<file path="config.mk">
export PLATFORM = sky130hd
export DESIGN_NAME = sbqm_queue_counter
export DESIGN_NICKNAME = d
export VERILOG_FILES = /design/src/rtl/sbqm_pkg.sv /design/src/rtl/sbqm_sensor_qual.sv /design/src/rtl/sbqm_queue_counter.sv
export SDC_FILE = /design/constraint.sdc
export NUM_CORES = 1
export LEC_CHECK = 0
export CAP_MARGIN = 10
export CORE_ASPECT_RATIO = 0.7
export CORE_UTILIZATION = 55
export DETAILED_ROUTE_END_ITERATION = 10
export PLACE_DENSITY = 0.81
export SYNTH_ARGS = -nofsm -noshare
export SYNTH_HDL_FRONTEND = slang
export SYNTH_SLANG_ARGS = --single-unit
export TNS_END_PERCENT = 100
</file>
<file path="constraint.sdc">
create_clock -name clk -period 3.9 [get_ports clk]
set_clock_uncertainty 0.1 [all_clocks]
set_input_delay 0.585 -clock clk [delete_from_list [all_inputs] [get_ports clk]]
set_output_delay 0.585 -clock clk [all_outputs]
set_load 0.01 [all_outputs]
</file>
<file path="src/rtl/sbqm_pkg.sv">
// Shared widths, qualifier state encoding and address payload for the SBqM front end.
package sbqm_pkg;

    localparam int unsigned PCOUNT_W = 3;
    localparam int unsigned TCOUNT_W = 2;
    localparam int unsigned ADDR_W   = PCOUNT_W + TCOUNT_W;
    localparam int unsigned HOLD_W   = 4;

    typedef enum logic [1:0] {
        IDLE = 2'd0,
        QUAL = 2'd1,
        HELD = 2'd2
    } qual_state_t;

    // Waiting-time table address: teller count in the upper bits.
    typedef struct packed {
        logic [TCOUNT_W-1:0] tcount;
        logic [PCOUNT_W-1:0] pcount;
    } wt_addr_t;

endpackage

</file>
<file path="src/rtl/sbqm_sensor_qual.sv">
// Photocell qualifier: 2-flop synchronizer, hold counter and IDLE/QUAL/HELD FSM.
// A beam break must be seen high for MIN_HOLD consecutive synchronized samples;
// the pass pulse is emitted on the trailing edge (beam released).
module sbqm_sensor_qual
    import sbqm_pkg::*;
#(
    parameter int unsigned MIN_HOLD = 4
) (
    input  logic clk,
    input  logic rst_n,
    input  logic sensor_raw,
    output logic pass
);

    logic              sync1;
    logic              sensor_s;
    qual_state_t       state;
    qual_state_t       state_nxt;
    logic [HOLD_W-1:0] hold_cnt;
    logic [HOLD_W-1:0] hold_nxt;
    logic              pass_nxt;

    // Bring the asynchronous sensor into the clk domain.
    always_ff @(posedge clk or negedge rst_n) begin
        if (!rst_n) begin
            sync1    <= 1'b0;
            sensor_s <= 1'b0;
        end else begin
            sync1    <= sensor_raw;
            sensor_s <= sync1;
        end
    end

    // Qualifier state, hold counter and registered pass pulse.
    always_ff @(posedge clk or negedge rst_n) begin
        if (!rst_n) begin
            state    <= IDLE;
            hold_cnt <= '0;
            pass     <= 1'b0;
        end else begin
            state    <= state_nxt;
            hold_cnt <= hold_nxt;
            pass     <= pass_nxt;
        end
    end

    // Next-state: reject short blocks, fire once on release of a held block.
    always_comb begin
        state_nxt = state;
        hold_nxt  = hold_cnt;
        pass_nxt  = 1'b0;
        case (state)
            IDLE: begin
                if (sensor_s) begin
                    state_nxt = QUAL;
                    hold_nxt  = HOLD_W'(1);
                end
            end
            QUAL: begin
                if (!sensor_s) begin
                    state_nxt = IDLE;
                    hold_nxt  = '0;
                end else begin
                    hold_nxt = hold_cnt + HOLD_W'(1);
                    if ((hold_cnt + HOLD_W'(1)) == HOLD_W'(MIN_HOLD)) begin
                        state_nxt = HELD;
                    end
                end
            end
            HELD: begin
                if (!sensor_s) begin
                    state_nxt = IDLE;
                    hold_nxt  = '0;
                    pass_nxt  = 1'b1;
                end
            end
            default: begin
                state_nxt = IDLE;
                hold_nxt  = '0;
            end
        endcase
    end

endmodule

</file>
<file path="src/rtl/sbqm_queue_counter.sv">
// SBqM front end: qualifies entry/exit photocells, keeps the saturating
// people count and registers the waiting-time table address and flags.
// Optional macro SBQM_SATURATE_ERR_EN adds err_clr / sticky sat_err.
module sbqm_queue_counter
    import sbqm_pkg::*;
#(
    parameter int unsigned MIN_HOLD  = 4,
    parameter int unsigned MAX_COUNT = 7
) (
    input  logic                clk,
    input  logic                rst_n,
    input  logic                back_sensor,
    input  logic                front_sensor,
    input  logic [TCOUNT_W-1:0] tcount_in,
`ifdef SBQM_SATURATE_ERR_EN
    input  logic                err_clr,
    output logic                sat_err,
`endif
    output logic [PCOUNT_W-1:0] pcount,
    output logic [TCOUNT_W-1:0] tcount,
    output logic [ADDR_W-1:0]   wt_addr,
    output logic                addr_valid,
    output logic                full,
    output logic                empty
);

    localparam logic [PCOUNT_W-1:0] MAX_P = PCOUNT_W'(MAX_COUNT);

    logic                inc;
    logic                dec;
    logic [PCOUNT_W-1:0] pcount_nxt;
    wt_addr_t            addr_nxt;

    // Entry sensor (back) qualifier.
    sbqm_sensor_qual #(
        .MIN_HOLD (MIN_HOLD)
    ) u_back_qual (
        .clk        (clk),
        .rst_n      (rst_n),
        .sensor_raw (back_sensor),
        .pass       (inc)
    );

    // Exit sensor (front) qualifier.
    sbqm_sensor_qual #(
        .MIN_HOLD (MIN_HOLD)
    ) u_front_qual (
        .clk        (clk),
        .rst_n      (rst_n),
        .sensor_raw (front_sensor),
        .pass       (dec)
    );

    // Saturating count update; simultaneous entry and exit cancel.
    always_comb begin
        pcount_nxt = pcount;
        if (inc && !dec) begin
            if (pcount != MAX_P) begin
                pcount_nxt = pcount + PCOUNT_W'(1);
            end
        end else if (dec && !inc) begin
            if (pcount != '0) begin
                pcount_nxt = pcount - PCOUNT_W'(1);
            end
        end
    end

    // Next table address built from the values being registered this cycle.
    always_comb begin
        addr_nxt        = '0;
        addr_nxt.tcount = tcount_in;
        addr_nxt.pcount = pcount_nxt;
    end

    // Count, teller copy, address, change pulse and flags, all in lockstep.
    always_ff @(posedge clk or negedge rst_n) begin
        if (!rst_n) begin
            pcount     <= '0;
            tcount     <= '0;
            wt_addr    <= '0;
            addr_valid <= 1'b0;
            full       <= 1'b0;
            empty      <= 1'b1;
        end else begin
            pcount     <= pcount_nxt;
            tcount     <= tcount_in;
            wt_addr    <= addr_nxt;
            addr_valid <= (ADDR_W'(addr_nxt) != wt_addr);
            full       <= (pcount_nxt == MAX_P);
            empty      <= (pcount_nxt == '0);
        end
    end

`ifdef SBQM_SATURATE_ERR_EN
    logic drop_c;

    // A dropped event is an entry while full or an exit while empty.
    always_comb begin
        drop_c = ((inc && !dec) && (pcount == MAX_P)) ||
                 ((dec && !inc) && (pcount == '0));
    end

    // Sticky saturation error; clear has priority over a new drop.
    always_ff @(posedge clk or negedge rst_n) begin
        if (!rst_n) begin
            sat_err <= 1'b0;
        end else if (err_clr) begin
            sat_err <= 1'b0;
        end else if (drop_c) begin
            sat_err <= 1'b1;
        end
    end
`endif

endmodule
</file>
==> out/metrics.cfg <==
[placement]
gp_congestion = 0.821
port_buffers = 18
dp_hpwl_um = 1660

[power]
intPower_mw = 0.387
power_leakage_nw = 0.687
p_clk_frac = 0.256
p_sw_mw = 0.132
power.share.combinational = 0.153
powerDensity_mw_per_mm2 = 347
swShare = 0.255
sequentialPowerShare = 0.591
ir_drop_uv = 175

[cts]
clk_latency_ps = 320
cts_made_buffers = 3
post_cts_buffers = 0
cts.sinks = 26
clock_path_buffers = 2
cts_tree = done
clockRootBuffer = clkbuf_4
clk_pin_slew_ps = 130
cts_hold_buf = 0
cts_resized = 0
htreeDepth = 1

[outcome]
outcome = completed

[synth]
synth_compound_area_frac = 0.110
post-synth-top-area-fraction = 0.502
synth_top_area_cell = dfrtp_1
synth_top_family_by_area = simple AND/OR/NAND/NOR gates
seq_area_frac_synth = 0.523
synthMuxAreaShare = 0.0160
synthSimpleGateAreaFrac = 0.190
synth_cell_types = 29
syn_nets = 130
synth.top_cells.by_area = dfrtp_1, ha_1, a22oi_1
synthXorXnorAreaFrac = 0.0491
avgSynthCellArea_um2 = 10.7
ys_seq_elements = 26
synthAdderAreaFrac = 0.0702
syn_area_mm2 = 0.00125
ys_warn_count = 0
syn_inst = 117

[die]
start_util = 0.584
die_y_um = 41.8
die_width_um = 58.9
dieArea_mm2 = 0.00247
rows = 14
core_mm2 = 0.00214
boundaryPins = 19

[setup_path]
worst-path-buf-inv = 1
worstPathMaxFanout = 10
slowest_stage = clkdlybuf4s50_1
crit_type = register to primary output
cp_slowest_stage_delay_ps = 590
crit_required_ps = 3210
worst-endpoint-arrival_ps = 1430
worstPathCellList = clkdlybuf4s50_1
end_kind = primary output
cp_top_family = buffers and inverters
start_kind = register

[sta]
min_period_ps = 2120
setup_viol = 0
relSlewSlack = 0.724
min_period_over_period = 0.543
finalHoldViolations = 0
slew_viol_final = 0
fmax_mhz = 472
rsz0062_at_grt = no
setup_tns_ps = 0
tightestPinTransition_ps = 412

[layout]
multiInputGateArea_um2 = 543
nNetsFinal = 149
final_util = 0.699
fillCellCount = 173
syn_to_final_growth_pct = 19.8
drive_gt1_frac = 0.0593
antenna-diode-count = 0
ff_latch_area_um2 = 652

[job]
drv_cap = 0

[grt]
grtUsageTotal = 0.218
antenna_found_initial = 0
grt_max_degree = 27
grt_pass1_vias = 910
grt_pass1_wl_um = 3930
overflow = 0

[drt]
wirelength_um = 2290
drc = 0
ant_nets = 0
wire_per_inst_um = 13.7
viasPerCell = 5.38
first_pass_iters = 5
vias = 899
drt_iter0_markers = 19

[worst_hold_path]
min_path_type = register to register

-- cells in the mapped netlist --
master	count
a211o_1	1
a211oi_1	1
a21bo_2	1
a21oi_1	1
a22oi_1	6
and2_1	3
and3_1	3
buf_4	5
dfrtp_1	25
dfstp_2	1
ha_1	7
inv_1	4
mux2i_1	2
nand2_1	11
nand2b_1	5
nand3_1	5
nand3_2	1
nor2_1	6
nor2b_1	2
nor3_1	3
nor3b_1	2
o21ai_0	7
o22ai_1	3
o31ai_1	1
or2_1	2
or3_1	1
or4_1	1
xnor2_1	3
xor2_1	4
-- layout make-up --
| type | count | area share |
|---|---|---|
| clock buffer | 4 | 0.0243 |
| inverter | 4 | 0.0101 |
| multi-input combinational | 82 | 0.363 |
| sequential | 26 | 0.436 |
| tap | 32 | 0.0268 |
| timing repair buffer | 19 | 0.139 |
-- final timing paths --
| check | start | end | slack [ps] | cells after the start |
|---|---|---|---|---|
| setup / recovery | wt_addr[2] | pcount[2] | 1780 | 1 |
| hold / removal | u_back_qual.sync1 | u_back_qual.sensor_s | 260 | 0 |
| setup reg to reg | wt_addr[1] | empty | 2100 | 6 |
| hold reg to reg | u_back_qual.sync1 | u_back_qual.sensor_s | 260 | 0 |
| max in group asynchronous | rst_n | u_back_qual.state[1] | 2830 | 2 |
| min in group asynchronous | rst_n | addr_valid | 440 | 1 |
-- state kept, by name (all words and copies together), names as in the netlist --
| signal | cells |
|---|---|
| u_front_qual.pass | 1 |
| u_back_qual.sensor_s | 1 |
| addr_valid | 1 |
| u_front_qual.state | 2 |
| u_back_qual.state | 2 |
| full | 1 |
| u_front_qual.sync1 | 1 |
| u_front_qual.sensor_s | 1 |
| wt_addr | 4 |
| u_back_qual.pass | 1 |
| empty | 1 |
| u_back_qual.hold_cnt | 4 |
| u_front_qual.hold_cnt | 4 |
| tcount | 1 |
| u_back_qual.sync1 | 1 |
-- through the flow --
step | instances | power, mW | worst slack, ps | instance area (um^2) | hold WS, ps
floorplan | 117 | 0.352 | 2270 | 1250 | 189
global placement | 162 | 0.381 | 1890 | 1430 | 233
detailed placement | 162 | 0.388 | 1870 | 1430 | 235
CTS | 166 | 0.520 | 1780 | 1470 | 264
global route | 167 | 0.548 | 1690 | 1490 | 278
finish | 167 | 0.519 | 1780 | 1490 | 263
-- power by group through the flow --
stage                     Clock, mW  Combinational [mW]  Sequential (mW)
after CTS                     0.137              0.0764            0.306
after global placement            0              0.0711            0.310
after floorplan                   0              0.0419            0.310
after detailed placement          0              0.0761            0.312
final                         0.133              0.0796            0.307
after global routing          0.149              0.0896            0.309
-- layer usage --
metal  routed length [um]  GRT usage  up-vias
li1                     -          -      437
met1                 1040      0.277      423
met2                 1070      0.341       35
met3                  144     0.0779        4
met4                   27     0.0810        0
met5                    0          0        -
-- cell families (layout without fill, tap and decap cells) --
logic type,after synthesis,in the layout
AO/OA/AOI/OAI,21,21
XOR/XNOR,7,7
adder cells (fa/ha/maj),7,7
flip-flops,26,26
multiplexers,2,2
AND/OR/NAND/NOR,45,45
buffers and inverters,9,27
-- cell usage in the layout (no fill, tap or decap) --
| master | n |
|---|---|
| nand3_2 | 1 |
| dfrtp_1 | 25 |
| o31ai_1 | 1 |
| ha_1 | 7 |
| nand3_1 | 5 |
| a211o_1 | 1 |
| dfstp_2 | 1 |
| nor2b_1 | 2 |
| o22ai_1 | 3 |
| or4_1 | 1 |
| a22oi_1 | 6 |
| clkbuf_4 | 3 |
| inv_1 | 4 |
| a21oi_1 | 1 |
| xor2_1 | 4 |
| nor2_1 | 6 |
| and2_1 | 3 |
| nor3b_1 | 2 |
| clkdlybuf4s50_1 | 18 |
| mux2i_1 | 2 |
| or2_1 | 2 |
| buf_16 | 1 |
| nand2_1 | 11 |
| nand2b_1 | 5 |
| and3_1 | 3 |
| xnor2_1 | 3 |
| clkbuf_8 | 1 |
| o21ai_0 | 7 |
| nor3_1 | 3 |
| a211oi_1 | 1 |
| a21bo_2 | 1 |
| or3_1 | 1 |
No activity file was read; power rests on OpenSTA's default activity.
